File: src/rtl/firebird7_in_gate1_tessent_data_mux_pkg.sv
// Shared types and limits for the firebird7_in gate1 guarded IJTAG data mux.
// Optional parity output: FIREBIRD7_IN_GATE1_DATA_MUX_PARITY_EN.
package firebird7_in_gate1_tessent_data_mux_pkg;

  typedef enum logic [1:0] {
    FUNC  = 2'd0,
    G2IJ  = 2'd1,
    IJTAG = 2'd2,
    G2FN  = 2'd3
  } ch_state_e;

  localparam int CNT_W     = 4;
  localparam int GUARD_MAX = 15;

endpackage

File: src/rtl/firebird7_in_gate1_tessent_data_mux_ch.sv
// One channel: select FSM with guard counter and registered data word.
// Optional parity bit: FIREBIRD7_IN_GATE1_DATA_MUX_PARITY_EN.
import firebird7_in_gate1_tessent_data_mux_pkg::*;

module firebird7_in_gate1_tessent_data_mux_ch #(
  parameter int WIDTH        = 3,
  parameter int GUARD_CYCLES = 2
) (
  input  logic             ijtag_tck,
  input  logic             ijtag_reset,
  input  logic             sel,
  input  logic [WIDTH-1:0] func_data,
  input  logic [WIDTH-1:0] ijtag_data,
`ifdef FIREBIRD7_IN_GATE1_DATA_MUX_PARITY_EN
  output logic             data_parity,
`endif
  output logic [WIDTH-1:0] data_out,
  output logic             ijtag_active,
  output logic             switching
);

  localparam bit HAS_GUARD = GUARD_CYCLES > 0;
  localparam logic [CNT_W-1:0] GUARD_LD =
    CNT_W'(HAS_GUARD ? GUARD_CYCLES - 1 : 0);

  ch_state_e        state, state_nxt;
  logic [CNT_W-1:0] cnt, cnt_nxt;
  logic [WIDTH-1:0] data_nxt;

  // Decision uses the current state, so the first edge
  // seeing a new select still loads the old source.
  always_comb begin
    state_nxt = state;
    cnt_nxt   = cnt;
    data_nxt  = data_out;
    unique case (state)
      FUNC: begin
        data_nxt = func_data;
        if (sel) begin
          if (HAS_GUARD) begin
            state_nxt = G2IJ;
            cnt_nxt   = GUARD_LD;
          end else begin
            state_nxt = IJTAG;
          end
        end
      end
      G2IJ: begin
        if (!sel)
          state_nxt = FUNC;
        else if (cnt == '0)
          state_nxt = IJTAG;
        else
          cnt_nxt = cnt - CNT_W'(1);
      end
      IJTAG: begin
        data_nxt = ijtag_data;
        if (!sel) begin
          if (HAS_GUARD) begin
            state_nxt = G2FN;
            cnt_nxt   = GUARD_LD;
          end else begin
            state_nxt = FUNC;
          end
        end
      end
      G2FN: begin
        if (sel)
          state_nxt = IJTAG;
        else if (cnt == '0)
          state_nxt = FUNC;
        else
          cnt_nxt = cnt - CNT_W'(1);
      end
      default: ;
    endcase
  end

  always_ff @(posedge ijtag_tck or posedge ijtag_reset) begin
    if (ijtag_reset) begin
      state        <= FUNC;
      cnt          <= '0;
      data_out     <= '0;
      ijtag_active <= 1'b0;
      switching    <= 1'b0;
    end else begin
      state        <= state_nxt;
      cnt          <= cnt_nxt;
      data_out     <= data_nxt;
      ijtag_active <= state_nxt == IJTAG;
      switching    <= (state_nxt == G2IJ) || (state_nxt == G2FN);
    end
  end

`ifdef FIREBIRD7_IN_GATE1_DATA_MUX_PARITY_EN
  always_ff @(posedge ijtag_tck or posedge ijtag_reset) begin
    if (ijtag_reset)
      data_parity <= 1'b0;
    else
      data_parity <= ^data_nxt;
  end
`endif

endmodule

File: src/rtl/firebird7_in_gate1_tessent_data_mux_seq.sv
// Multi-channel registered IJTAG/functional data mux with guarded switchover.
// Optional per-channel parity: FIREBIRD7_IN_GATE1_DATA_MUX_PARITY_EN.
import firebird7_in_gate1_tessent_data_mux_pkg::*;

module firebird7_in_gate1_tessent_data_mux_seq #(
  parameter int WIDTH        = 3,
  parameter int NUM_CH       = 4,
  parameter int GUARD_CYCLES = 2
) (
  input  logic                    ijtag_tck,
  input  logic                    ijtag_reset,
  input  logic [NUM_CH-1:0]       ijtag_select,
  input  logic [NUM_CH*WIDTH-1:0] functional_data_in,
  input  logic [NUM_CH*WIDTH-1:0] ijtag_data_in,
`ifdef FIREBIRD7_IN_GATE1_DATA_MUX_PARITY_EN
  output logic [NUM_CH-1:0]       data_parity,
`endif
  output logic [NUM_CH*WIDTH-1:0] data_out,
  output logic [NUM_CH-1:0]       ijtag_active,
  output logic [NUM_CH-1:0]       switching
);

  if (GUARD_CYCLES < 0 || GUARD_CYCLES > GUARD_MAX) begin : g_bad_guard
    $error("GUARD_CYCLES out of range 0..15");
  end

  for (genvar c = 0; c < NUM_CH; c++) begin : g_ch
    firebird7_in_gate1_tessent_data_mux_ch #(
      .WIDTH        (WIDTH),
      .GUARD_CYCLES (GUARD_CYCLES)
    ) u_ch (
      .ijtag_tck    (ijtag_tck),
      .ijtag_reset  (ijtag_reset),
      .sel          (ijtag_select[c]),
      .func_data    (functional_data_in[c*WIDTH +: WIDTH]),
      .ijtag_data   (ijtag_data_in[c*WIDTH +: WIDTH]),
`ifdef FIREBIRD7_IN_GATE1_DATA_MUX_PARITY_EN
      .data_parity  (data_parity[c]),
`endif
      .data_out     (data_out[c*WIDTH +: WIDTH]),
      .ijtag_active (ijtag_active[c]),
      .switching    (switching[c])
    );
  end

endmodule

File: config.mk
export PLATFORM = sky130hd
export DESIGN_NAME = firebird7_in_gate1_tessent_data_mux_seq
export DESIGN_NICKNAME = d
export VERILOG_FILES = /design/src/rtl/firebird7_in_gate1_tessent_data_mux_pkg.sv /design/src/rtl/firebird7_in_gate1_tessent_data_mux_ch.sv /design/src/rtl/firebird7_in_gate1_tessent_data_mux_seq.sv
export SDC_FILE = /design/constraint.sdc
export NUM_CORES = 1
export LEC_CHECK = 0
export CORE_MARGIN = 2
export CORE_UTILIZATION = 40
export DETAILED_ROUTE_END_ITERATION = 10
export GPL_TIMING_DRIVEN = 1
export PLACE_DENSITY_LB_ADDON = 0.3
export SYNTH_ARGS = -nofsm -noshare
export SYNTH_HDL_FRONTEND = slang
export SYNTH_SLANG_ARGS = --single-unit
File: constraint.sdc
create_clock -name ijtag_tck -period 4.1 [get_ports ijtag_tck]
set_clock_uncertainty 0.05 [all_clocks]
set_input_delay 1.025 -clock ijtag_tck [delete_from_list [all_inputs] [get_ports ijtag_tck]]
set_output_delay 1.025 -clock ijtag_tck [all_outputs]
set_load 0.02 [all_outputs]
==> summary.md <==
| Metric | Value |
|---|---|
| Status | completed |
| Syn Nets | 211 |
| Setup TNS | 0 ns |
| # diodes | 0 |
| Htree depth | 2 |
| Die W | 76.4 um |
| Largest net degree at the start of global routing | 26 |
| Post-synth top flop | dfrtp_1 |
| Die Y | 76.4 um |
| Setup crit end kind | primary output |
| Share of the synthesized area in the top cell type | 0.489 |
| HP Class | register to register |
| CTS Buf Count | 5 |
| Nets | 253 |
| Hold-critical path endpoint | g_ch[2].u_ch.data_out[2] |
| Fin crit period | 2.62 ns |
| Synth area leaders | dfrtp_1 (49%), mux2i_1 (7.6%), buf_4 (3.9%) |
| Via count of the first global-routing pass | 1347 |
| Crit path cell chain | clkdlybuf4s50_1 |
| Startpoint types | register |
| Synthesized area per cell | 11.9 um2 |
| RSZ-0062 raised after global routing | false |
| Core ar. | 5070 um2 |
| Setup violations, final | 0 |
| Max stage delay on crit path | 0.68 ns |
| M3 GR Usage | 0.0438 |
| Peak Freq | 381 MHz |
| Required @ worst endpoint | 3.02 ns |
| Max-slew headroom | 0.381 |
| Max-slew violation count | 0 |
| RR Endpoint | g_ch[1].u_ch.cnt[0] |
| Tot GR Track Use | 0.134 |
| WP buf/inv | 1 |
| Postcts setup bufs | 0 |
| TritonCTS clock tree | built |
| Routed WL per cell | 11.8 um |
| Area Overhead vs Synth | 28.6% |
| R2R cell count | 5 |
| Filler cell count in the final layout | 474 |
| Die area | 5840 um2 |
| Remaining Overflow, GRT | 0 |
| PwrDens | 759 nW/um2 |
| Number of synthesized register bits | 41 |
| CTS clk-pin slew, worst paths | 0.07 ns |
| Routed via count | 1360 |
| First drt pass iteration count | 4 |
| Post-CTS resize count | 0 |
| Hold Path Cell Cnt | 2 |
| GR met1 Demand/Resource | 0.168 |
| Ys async rst share | 1.00 |
| Total Wirelength | 3440 um |
| Clock Latency Late Sink | 0.29 ns |
| Worst Tran Pin Value | 0.928 ns |
| Multiplexer share of the synthesized area | 0.126 |
| Synth Area in Simple Gates | 0.138 |
| Min-delay src | g_ch[2].u_ch.data_out[2] |
| Leak Pwr | 0.00117 uW |
| Detailed Place HPWL | 2600 um |
| Main combinational cell family by area after synthesis | simple AND/OR/NAND/NOR gates |
| Vias/cell | 4.69 |
| Compound-gate portion of the synthesized area | 0.102 |
| XOR/XNOR Fraction of Synth Area | 0.0471 |
| Worst VDD drop | 0.000320 V |
| GRT busiest layer | met2 |
| Mapped cell area | 2100 um2 |
| Max_cap viols | 0 |
| Area leader, netlist | dfrtp_1 |
| Adder-Cell Fraction of Synth Area | 0.0239 |
| Initial Util | 0.413 |
| RD Place Congestion | 0.735 |
| Clk sink count | 41 |
| CP delay by family, top | buffers and inverters |
| RR Startpoint | g_ch[1].u_ch.cnt[0] |
| Initial antenna violation count | 0 |
| Initial DRC Count | 107 |
| IO buf count | 49 |
| Syn Inst Count | 177 |
| FP Rows | 26 |
| Netlist cell types | 32 |
| Reg2Reg Setup Slack | 2.52 ns |
| CP Data Arrival Time | 1.55 ns |
| CP Max Fanout | 13 |
| Residual DRC | 0 |
| Fin. Hold Viols | 0 |
| Hold buffer count at CTS | 0 |
| Layout cells sized above 1 | 0.141 |
| Dpl cells | 282 |
| Routed Antenna Nets | 0 |
| Slowest-stage cell, CP | clkdlybuf4s50_1 |
| Critical path class | register to primary output |
| Post-route insts no fill | 290 |
| Crit share post-route | 0.640 |
| I/O pin count | 50 |
| Yosys warns | 0 |
| Root Driver | clkbuf_8 |
| Register area share after synthesis | 0.489 |
| Clk buf depth | 2 |
| Met2 Use GR | 0.211 |
| First-pass GRT wire length | 6250 um |
| Post-synth EDFFs | 0 |
[registers in the layout, indices dropped and copies added, names as in the netlist]
signal	flops
g_ch.u_ch.state	6
g_ch.u_ch.cnt	16
g_ch.u_ch.ijtag_active	4
g_ch.u_ch.data_out	12
g_ch.u_ch.switching	3
[stage by stage]
stage	area, um2	setup slack, ns	hold slack (ns)	total power, uW	utilization
finish	2700	1.48	0.435	2050	0.532
global route	2700	1.38	0.474	2210	0.532
floorplan	2100	2.08	0.463	1500	-
CTS	2700	1.46	0.442	2080	0.532
global placement	2580	1.72	0.420	1720	0.509
detailed placement	2580	1.69	0.423	1740	0.509
[final cells by class]
class / count / area [um2] / share of cell area
clock inverters: 1 / 30.0 / 0.0111
well taps: 70 / 87.6 / 0.0325
repair buffers: 51 / 505 / 0.187
inverters: 12 / 45.0 / 0.0167
multi-input cells: 108 / 918 / 0.340
flip-flops and latches: 41 / 1030 / 0.380
clock buffers: 7 / 86.3 / 0.0320
[worst max path at each step]
stage | depth (start not counted) | slack, ns | to | from
floorplan | 1 | 2.08 | g_ch[0].u_ch.cnt[0] | ijtag_reset
global placement | 4 | 1.72 | g_ch[3].u_ch.cnt[0] | ijtag_select[3]
detailed placement | 4 | 1.69 | g_ch[3].u_ch.cnt[0] | ijtag_select[3]
CTS | 1 | 1.46 | switching[1] | g_ch[1].u_ch.switching
global route | 1 | 1.38 | switching[2] | g_ch[2].u_ch.state[0]
finish | 1 | 1.48 | switching[1] | g_ch[1].u_ch.switching
[layout by cell type, fill, tap and decap left out, types with 2 or more instances in the layout]
| master | count |
|---|---|
| mux2_2 | 4 |
| a2bb2oi_1 | 2 |
| inv_1 | 12 |
| clkbuf_8 | 6 |
| ha_1 | 4 |
| nand2b_1 | 5 |
| mux2_4 | 4 |
| nor3_1 | 2 |
| buf_4 | 2 |
| and4bb_2 | 4 |
| o31ai_1 | 2 |
| nand3b_1 | 5 |
| a22o_1 | 4 |
| nand2_1 | 18 |
| o22ai_1 | 3 |
| xnor2_4 | 3 |
| mux2i_1 | 16 |
| o21ai_0 | 14 |
| dfrtp_1 | 41 |
| nor2_4 | 4 |
| clkdlybuf4s50_1 | 49 |
| o21a_1 | 4 |
[cell usage after synthesis (all sizes together) (2+ instances only)]
cell / count
a2bb2oi: 2
o22ai: 3
dfrtp: 41
nor3: 2
a22o: 4
mux2i: 16
nand2: 18
nor2: 5
buf: 12
inv: 12
clkbuf: 4
mux2: 8
xnor2: 4
nand2b: 5
nand3b: 5
o21ai: 14
and4bb: 4
ha: 4
o21a: 4
o31ai: 2
[report_power, final]
part | switching [uW] | total (uW) | internal (uW)
Sequential | 219 | 800 | 582
Clock | 131 | 329 | 198
Combinational | 396 | 919 | 523
Total | 745 | 2050 | 1300
[cell families after synthesis]
family                   after synthesis
AND/OR/NAND/NOR                       44
multiplexers                          24
AO/OA/AOI/OAI                         32
flip-flops                            41
buffers and inverters                 28
XOR/XNOR                               4
adder cells (fa/ha/maj)                4
[layer usage]
metal,up-vias,part of all wire
met1,637,0.47
li1,689,-
met2,32,0.47
met5,-,0
met4,0,0.0099
met3,2,0.049
(Power assumes the default switching activity.)
